File: src/rtl/gf233_pkg.sv
// Shared constants, FSM state type and the Karatsuba recombine for GF(2^233) multiplication.
package gf233_pkg;

    localparam int M       = 233;         // field degree
    localparam int HALF_LO = 116;         // width of the low operand half
    localparam int HALF_HI = 117;         // width of the high operand half
    localparam int RED_K   = 74;          // middle term of f(x) = x^233 + x^74 + 1
    localparam int ZW      = 2 * HALF_HI; // partial product width from the shared multiplier
    localparam int PW      = 2 * M - 1;   // raw product width

    typedef enum logic [2:0] {
        StIdle,
        StIss0,
        StIss1,
        StIss2,
        StWait,
        StRed,
        StDone
    } state_e;

    // p = z2*x^232 + (z0+z1+z2)*x^116 + z0, carry-free
    function automatic logic [PW-1:0] karatsuba_recombine(input logic [ZW-1:0] z0,
                                                         input logic [ZW-1:0] z1,
                                                         input logic [ZW-1:0] z2);
        logic [PW-1:0] e0;
        logic [PW-1:0] e1;
        logic [PW-1:0] e2;
        e0 = {{(PW-ZW){1'b0}}, z0};
        e1 = {{(PW-ZW){1'b0}}, z0 ^ z1 ^ z2} << HALF_LO;
        e2 = {{(PW-ZW){1'b0}}, z2} << (2 * HALF_LO);
        return e0 ^ e1 ^ e2;
    endfunction

endpackage

File: src/rtl/gf233_reduce.sv
// Combinational reduction of a 465-bit raw product modulo x^233 + x^74 + 1 (two folds).
module gf233_reduce
    import gf233_pkg::*;
(
    input  logic [PW-1:0] p,
    output logic [M-1:0]  r
);

    localparam int HIW = PW - M;      // bits above x^232 in the raw product
    localparam int F1W = HIW + RED_K; // first fold can reach degree 305
    localparam int H2W = F1W - M;     // bits left above x^232 after the first fold

    logic [HIW-1:0] hi1;
    logic [F1W-1:0] f1;
    logic [H2W-1:0] hi2;

    // Fold each term above x^232 back using x^233 = x^74 + 1
    always_comb begin
        hi1 = p[PW-1:M];
        f1  = {{(F1W-M){1'b0}}, p[M-1:0]}
            ^ {{(F1W-HIW){1'b0}}, hi1}
            ^ {hi1, {RED_K{1'b0}}};
        hi2 = f1[F1W-1:M];
        r   = f1[M-1:0]
            ^ {{(M-H2W){1'b0}}, hi2}
            ^ {{(M-H2W-RED_K){1'b0}}, hi2, {RED_K{1'b0}}};
    end

endmodule

File: src/rtl/gf233_mul_ctrl.sv
// Sequencer for GF(2^233) multiplication: three Karatsuba passes through a shared
// 117x117 carry-less multiplier, recombine, reduce, and hand off over valid/ready.
module gf233_mul_ctrl
    import gf233_pkg::*;
#(
    parameter int unsigned MULT_LAT = 1
) (
    input  logic             clk,
    input  logic             rst,
    input  logic             in_valid,
    output logic             in_ready,
    input  logic [M-1:0]     a,
    input  logic [M-1:0]     b,
    output logic             out_valid,
    input  logic             out_ready,
    output logic [M-1:0]     c,
    output logic             mul_en,
    output logic [HALF_HI-1:0] mul_a,
    output logic [HALF_HI-1:0] mul_b,
    input  logic [ZW-1:0]    mul_d
);

    // Counter values (cycles since the z0 issue) at which each product is on mul_d
    localparam logic [3:0] CAP0 = 4'(MULT_LAT);
    localparam logic [3:0] CAP1 = 4'(MULT_LAT + 1);
    localparam logic [3:0] CAP2 = 4'(MULT_LAT + 2);

    state_e             state_q, state_d;
    logic               accept;
    logic               in_flight;
    logic [M-1:0]       a_q, b_q;
    logic [M-1:0]       src_a, src_b;
    logic [3:0]         cnt_q;
    logic [ZW-1:0]      z0_q, z1_q, z2_q;
    logic               mul_en_q, mul_en_d;
    logic [HALF_HI-1:0] mul_a_q, mul_a_d;
    logic [HALF_HI-1:0] mul_b_q, mul_b_d;
    logic [M-1:0]       c_q;
    logic               out_valid_q;
    logic [PW-1:0]      p;
    logic [M-1:0]       r;

    assign in_flight = (state_q == StIss0) || (state_q == StIss1) ||
                       (state_q == StIss2) || (state_q == StWait);

    // Next-state logic
    always_comb begin
        state_d = state_q;
        accept  = 1'b0;
        unique case (state_q)
            StIdle: begin
                if (in_valid) begin
                    accept  = 1'b1;
                    state_d = StIss0;
                end
            end
            StIss0: state_d = StIss1;
            StIss1: state_d = StIss2;
            StIss2: state_d = StWait;
            StWait: if (cnt_q == CAP2) state_d = StRed;
            StRed:  state_d = StDone;
            StDone: if (out_ready) state_d = StIdle;
            default: state_d = StIdle;
        endcase
    end

    // Multiplier operands for the state being entered; operands are not yet latched on accept
    always_comb begin
        src_a    = (state_q == StIdle) ? a : a_q;
        src_b    = (state_q == StIdle) ? b : b_q;
        mul_en_d = 1'b0;
        mul_a_d  = '0;
        mul_b_d  = '0;
        unique case (state_d)
            StIss0: begin
                mul_en_d = 1'b1;
                mul_a_d  = {1'b0, src_a[HALF_LO-1:0]};
                mul_b_d  = {1'b0, src_b[HALF_LO-1:0]};
            end
            StIss1: begin
                mul_en_d = 1'b1;
                mul_a_d  = {1'b0, src_a[HALF_LO-1:0]} ^ src_a[M-1:HALF_LO];
                mul_b_d  = {1'b0, src_b[HALF_LO-1:0]} ^ src_b[M-1:HALF_LO];
            end
            StIss2: begin
                mul_en_d = 1'b1;
                mul_a_d  = src_a[M-1:HALF_LO];
                mul_b_d  = src_b[M-1:HALF_LO];
            end
            default: ;
        endcase
    end

    // State register, operand latches and issue counter
    always_ff @(posedge clk or posedge rst) begin
        if (rst) begin
            state_q <= StIdle;
            a_q     <= '0;
            b_q     <= '0;
            cnt_q   <= '0;
        end else begin
            state_q <= state_d;
            if (accept) begin
                a_q <= a;
                b_q <= b;
            end
            if (accept) begin
                cnt_q <= '0;
            end else if (in_flight) begin
                cnt_q <= cnt_q + 4'd1;
            end
        end
    end

    // Capture each partial product exactly MULT_LAT cycles after its issue
    always_ff @(posedge clk or posedge rst) begin
        if (rst) begin
            z0_q <= '0;
            z1_q <= '0;
            z2_q <= '0;
        end else if (in_flight) begin
            if (cnt_q == CAP0) z0_q <= mul_d;
            if (cnt_q == CAP1) z1_q <= mul_d;
            if (cnt_q == CAP2) z2_q <= mul_d;
        end
    end

    // Registered multiplier interface
    always_ff @(posedge clk or posedge rst) begin
        if (rst) begin
            mul_en_q <= 1'b0;
            mul_a_q  <= '0;
            mul_b_q  <= '0;
        end else begin
            mul_en_q <= mul_en_d;
            mul_a_q  <= mul_a_d;
            mul_b_q  <= mul_b_d;
        end
    end

    assign p = karatsuba_recombine(z0_q, z1_q, z2_q);

    gf233_reduce u_reduce (
        .p (p),
        .r (r)
    );

    // Result register and valid flag
    always_ff @(posedge clk or posedge rst) begin
        if (rst) begin
            c_q         <= '0;
            out_valid_q <= 1'b0;
        end else begin
            if (state_q == StRed) c_q <= r;
            out_valid_q <= (state_d == StDone);
        end
    end

    assign in_ready  = (state_q == StIdle) && !rst;
    assign out_valid = out_valid_q;
    assign c         = c_q;
    assign mul_en    = mul_en_q;
    assign mul_a     = mul_a_q;
    assign mul_b     = mul_b_q;

endmodule

File: config.mk
export PLATFORM = sky130hd
export DESIGN_NAME = gf233_mul_ctrl
export DESIGN_NICKNAME = d
export VERILOG_FILES = /design/src/rtl/gf233_pkg.sv /design/src/rtl/gf233_reduce.sv /design/src/rtl/gf233_mul_ctrl.sv
export SDC_FILE = /design/constraint.sdc
export NUM_CORES = 2
export LEC_CHECK = 0
export BUFFER_PORTS_ARGS = -buffer_cell sky130_fd_sc_hd__buf_2
export CORE_AREA = 4 4 356 620
export CTS_CLUSTER_SIZE = 24
export DETAILED_ROUTE_END_ITERATION = 10
export DIE_AREA = 0 0 360 624
export PLACE_DENSITY_LB_ADDON = 0.3
export SETUP_SLACK_MARGIN = 0.2
export SYNTH_ARGS = -nofsm -noshare
export SYNTH_HDL_FRONTEND = slang
export SYNTH_SLANG_ARGS = --single-unit
export TNS_END_PERCENT = 5
File: constraint.sdc
create_clock -name clk -period 78.2 [get_ports clk]
set_clock_uncertainty 0.1 [all_clocks]
set_input_delay 3.91 -clock clk [delete_from_list [all_inputs] [get_ports clk]]
set_output_delay 3.91 -clock clk [all_outputs]
set_load 0.01 [all_outputs]
; ---- Word-level counts from Yosys, hierarchy flattened
; Cells that the tools add are included.
; Widths: inputs -> output; s select.
[totals]
regBits = 1644
output_inout_bits = 470
inputBits = 704
[op_classes]
add_sub_neg = 1
reduce_logical = 11
n_eq_ne = 13
mux = 13
bitwise = 10
[op_table]
columns = op, n
row1 = $pmux 117 s3, 2
row2 = $xor 234x234->234, 2
row3 = $mux 233, 2
row4 = $xor 350x465->465, 1
row5 = $xor 234x350->350, 1
row6 = $xor 306x306->306, 1
row7 = $xor 116x117->117, 2
row8 = $xor 233x147->233, 1
row9 = $xor 233x232->233, 1
row10 = $xor 233x73->233, 1
row11 = $pmux 3 s7, 1
row12 = $eq 3x2->1 const B, 4
row13 = $eq 3x3->1 const B, 4
row14 = $mux 3, 3
row15 = $eq 4x2->1 const B, 2
row16 = $mux 4, 2
row17 = $eq 3x1->1 const B, 2
row18 = $reduce_and 2->1, 3
row19 = $add 4x1->4 const B, 1
row20 = $eq 4x1->1 const B, 1
row21 = $logic_not 3->1, 1
row22 = $logic_or 1x1->1, 3
row23 = $mux 1, 3
row24 = $reduce_or 3->1, 1
row25 = 3 further kinds, 3

; ---- Depth between registers and ports, before layout
[logic_depth]
depth_word = 8
ltp_mapped = 8
mapped_depth_nobuf = 5

; ---- Cells and area by module
; A second synthesis with hierarchy kept.
[unflattened]
hier_cells = 6288
area_unflattened_um2 = 74900.6
[by_module_without_submodules]
columns = mod, n_inst, seq_area_each_um2, cells_each, area_per_inst_um2
row1 = gf233_mul_ctrl, 1, 41139.5, 5824, 70288.7
row2 = gf233_reduce, 1, 0.0, 464, 4611.9

; ---- Worst setup path before layout
; Ideal clock, no wire load.
[synth_path]
path_type = input to output
start = input port rst
end = output port in_ready
slack_ns = 70.111
cell_stages = 1
t_arrival_ns = 4.079
cell_sequence = nor2_1
[synth_between]
elab_chain_len = 2
[synth_rtl]
columns = item, line
row1 = from (decl), gf233_mul_ctrl.sv:9  ; input logic rst,
row2 = $logic_not 1->1, gf233_mul_ctrl.sv:159  ; assign in_ready = (state_q == StIdle) && !rst;
row3 = $logic_and 1x1->1, gf233_mul_ctrl.sv:159
row4 = to (decl), gf233_mul_ctrl.sv:11  ; output logic in_ready,
; Every way passes these cells.

==> flow_metrics.py <==
metrics = {
    "run_status": {
        "status": "finished with violations",
        "violations": "slew limit",
    },
    "power": {
        "leakagePower_nw": 44.1,
        "peakVddDrop_mv": 0.0358,
        "cellPowerDensity_nw_per_um2": 56.7,
    },
    "floorplan": {
        "coreArea_sq_um": 215000,
        "rows": 225,
        "die_area_sq_um": 225000,
        "initial_core_util_pct": 34.9,
        "die-width_um": 360,
        "ioPinCount": 1174,
        "die_h_um": 624,
    },
    "synth": {
        "syn_inst": 6413,
        "yosysWarnings": 0,
        "ys_seq_area_share_pct": 54.7,
        "ys_top_cells_by_count": "dfrtp_1 (1644), nand2_1 (1617), mux2_1 (480)",
        "syn-mean-instance-area_sq_um": 11.7,
        "ys_ff_latch": 1644,
        "synthDistinctLibCells": 35,
        "synth_top_area_share_pct": 54.7,
        "async_flop_share_pct": 100,
        "synth_area_sq_um": 75200,
        "synthTopCellsByArea": "dfrtp_1 (55%), nand2_1 (8.1%), mux2_1 (7.2%)",
        "synth_edf_count": 0,
        "yosysTopAreaCell": "dfrtp_1",
        "synth_nets": 7120,
        "synth.most_common_cell": "dfrtp_1",
        "synth_ff_type": "dfrtp_1",
    },
    "global_route": {
        "met3_usage_pct": 8.28,
        "grt_max_degree": 260,
        "track_usage_pct": 23.6,
        "grt_remaining_overflow": 0,
        "use_met2_pct": 40.3,
        "grt_pass1_wl_um": 392000,
        "top_usage_layer": "met2",
        "met1_usage_pct": 25.8,
        "grt_pass1_vias": 54600,
        "antenna_found_initial": 151,
    },
    "sta": {
        "setup_viol_count_final": 0,
        "slew_viol_final": 71,
        "rsz0062_at_grt": "no",
        "relSlewSlack_pct": -9.12,
        "hold_viol_final": 0,
        "period_share_pct": 11.5,
        "max_freq_ghz": 0.111,
        "post-route-min-period_ns": 9.00,
        "fin_setup_tns_ns": 0,
        "hold_slack_ns": 0.374,
        "tightest_slew_ns": 1.64,
    },
    "cts": {
        "cts.sinks": 1644,
        "numCtsBuffers": 169,
        "clk_path_buf_depth": 4,
        "clk_pin_slew_ns": 0.06,
        "cts_setup_buffers": 0,
        "hold_buffers": 0,
        "clock_latency_ns": 0.82,
        "cts_resized": 0,
        "cts_tree": "built",
        "clock-root-buffer": "clkbuf_16",
        "htreeDepth": 4,
    },
    "placement": {
        "place_congestion": 0.907,
        "numPortBuffers": 1173,
        "hpwl_um": 201000,
        "placed_area_sq_um": 83600,
        "placed_cells": 10100,
    },
    "cells_and_area": {
        "drive_gt1_share_pct": 22.8,
        "fin_util_pct": 41.5,
        "nNetsFinal": 8157,
        "instances_no_fill": 10500,
        "finish.instance_area_sq_um": 89200,
        "syn2layout_area_growth_pct": 18.7,
    },
    "critical_path": {
        "crit_buf_inv": 8,
        "r2r-start": "state_q[2]",
        "critPathSlowestCell": "buf_4",
        "r2r_end": "z0_q[193]",
        "worstPathArrival_ns": 9.64,
        "path_class": "input port to async pin",
        "path_common_cell": "buf_4",
        "critical-path-max-stage-delay_ns": 0.88,
        "worstPathMaxFanout": 108,
        "startpoint": "rst",
        "rrSetupSlack_ns": 72.16,
        "startpoint_type": "input port",
        "worst-path-stages": 8,
        "end_kind": "async pin",
        "reg2reg_depth": 8,
        "cp.required_ns": 78.84,
        "crit_chain": "buf_2 > inv_8 > buf_4 > buf_4 > buf_4 > buf_4 > buf_4 > buf_4",
        "crit_end": "mul_b[47]",
        "crit_family": "buffers and inverters",
    },
    "min_path": {
        "min-delay-path-class": "register to register",
    },
    "flow_run": {
        "cap_violations": 0,
    },
    "route": {
        "drt-wirelength-per-cell_um": 26.1,
        "wl_um": 274000,
        "drcViolationCount": 0,
        "drt_pre_antenna_iters": 6,
        "viasPerCell": 5.01,
        "ant_nets": 0,
        "drtIter0Drc": 3809,
        "vias": 52500,
    },
}
[kinds of logic after synthesis]
kind of cell / share of synthesized area (%)
compound gates: 6.64
fa+ha+maj: 0.0500
flops: 54.7
mux: 10.8
buf+inv: 2.15
simple gates: 9.54
xor+xnor: 16.1
[cells in the final DEF (no fill, tap or decap), drive strengths merged, types with 12 or more instances in the layout]
master / n
diode: 71
xnor3: 190
a22oi: 224
a2bb2oi: 224
o21ai: 250
xor2: 449
xnor2: 444
buf: 1229
clkinv: 23
mux2: 719
nand2: 1620
clkbuf: 248
a21oi: 12
nor2: 238
dfrtp: 1644
[per-layer routing]
layer  routed length [um]  up-vias
met1                97600    26500
met2               134000     1839
met4                17300      112
li1                     -    23500
met3                24500      554
met5                  708        -
[worst min path at each step]
stage | startpoint | endpoint | slack (ns) | depth (start not counted)
5_1_grt | c[212] | c[212] | 0.39 | 2
6_report | c[11] | c[11] | 0.37 | 2
3_3_place_gp | c[214] | c[214] | 0.36 | 2
4_1_cts | a_q[232] | mul_a[116] | 0.37 | 1
3_5_place_dp | c[73] | c[73] | 0.37 | 2
2_1_floorplan | a_q[232] | a_q[232] | 0.34 | 2
[per-stage QoR]
step / worst slack (ns) / total power [W]
floorplan: 27.79 / 0.00339
global placement: 68.33 / 0.00423
detailed placement: 68.21 / 0.00428
CTS: 69.08 / 0.00513
global route: 68.40 / 0.00535
finish: 69.20 / 0.00505
[cell type report]
cell class	instances	area, sq um
Antenna cell	71	178
Clock buffer	248	4900
Clock inverter	42	558
Fill cell	20700	126000
Inverter	3	18.8
Multi-Input combinational cell	4403	32500
Sequential cell	1644	41200
Tap cell	2837	3550
Timing Repair Buffer	1229	6380
[state kept, by name, indices dropped and copies added (netlist names)]
signal,count
c,233
mul_en,1
mul_b,117
cnt_q,4
a_q,233
mul_a,117
z1_q,234
out_valid,1
b_q,233
state_q,3
z2_q,234
z0_q,234
[worst reg2reg max path: stages (launching register included)]
cell and delay (ns):
dfrtp_4 0.71, buf_4 0.51, nor3_1 0.68, nor4b_4 0.22, nand2_8 0.46, buf_4 0.96, buf_4 1.03, buf_4 0.84
mux2_2 0.48
[power by group]
| group | internal (W) | total, W | switching (W) |
|---|---|---|---|
| registers | 0.00125 | 0.00161 | 0.000356 |
| clock network | 0.000468 | 0.000823 | 0.000355 |
| logic | 0.00125 | 0.00262 | 0.00138 |
| total | 0.00297 | 0.00505 | 0.00209 |
No activity file was read; power rests on OpenSTA's default activity.
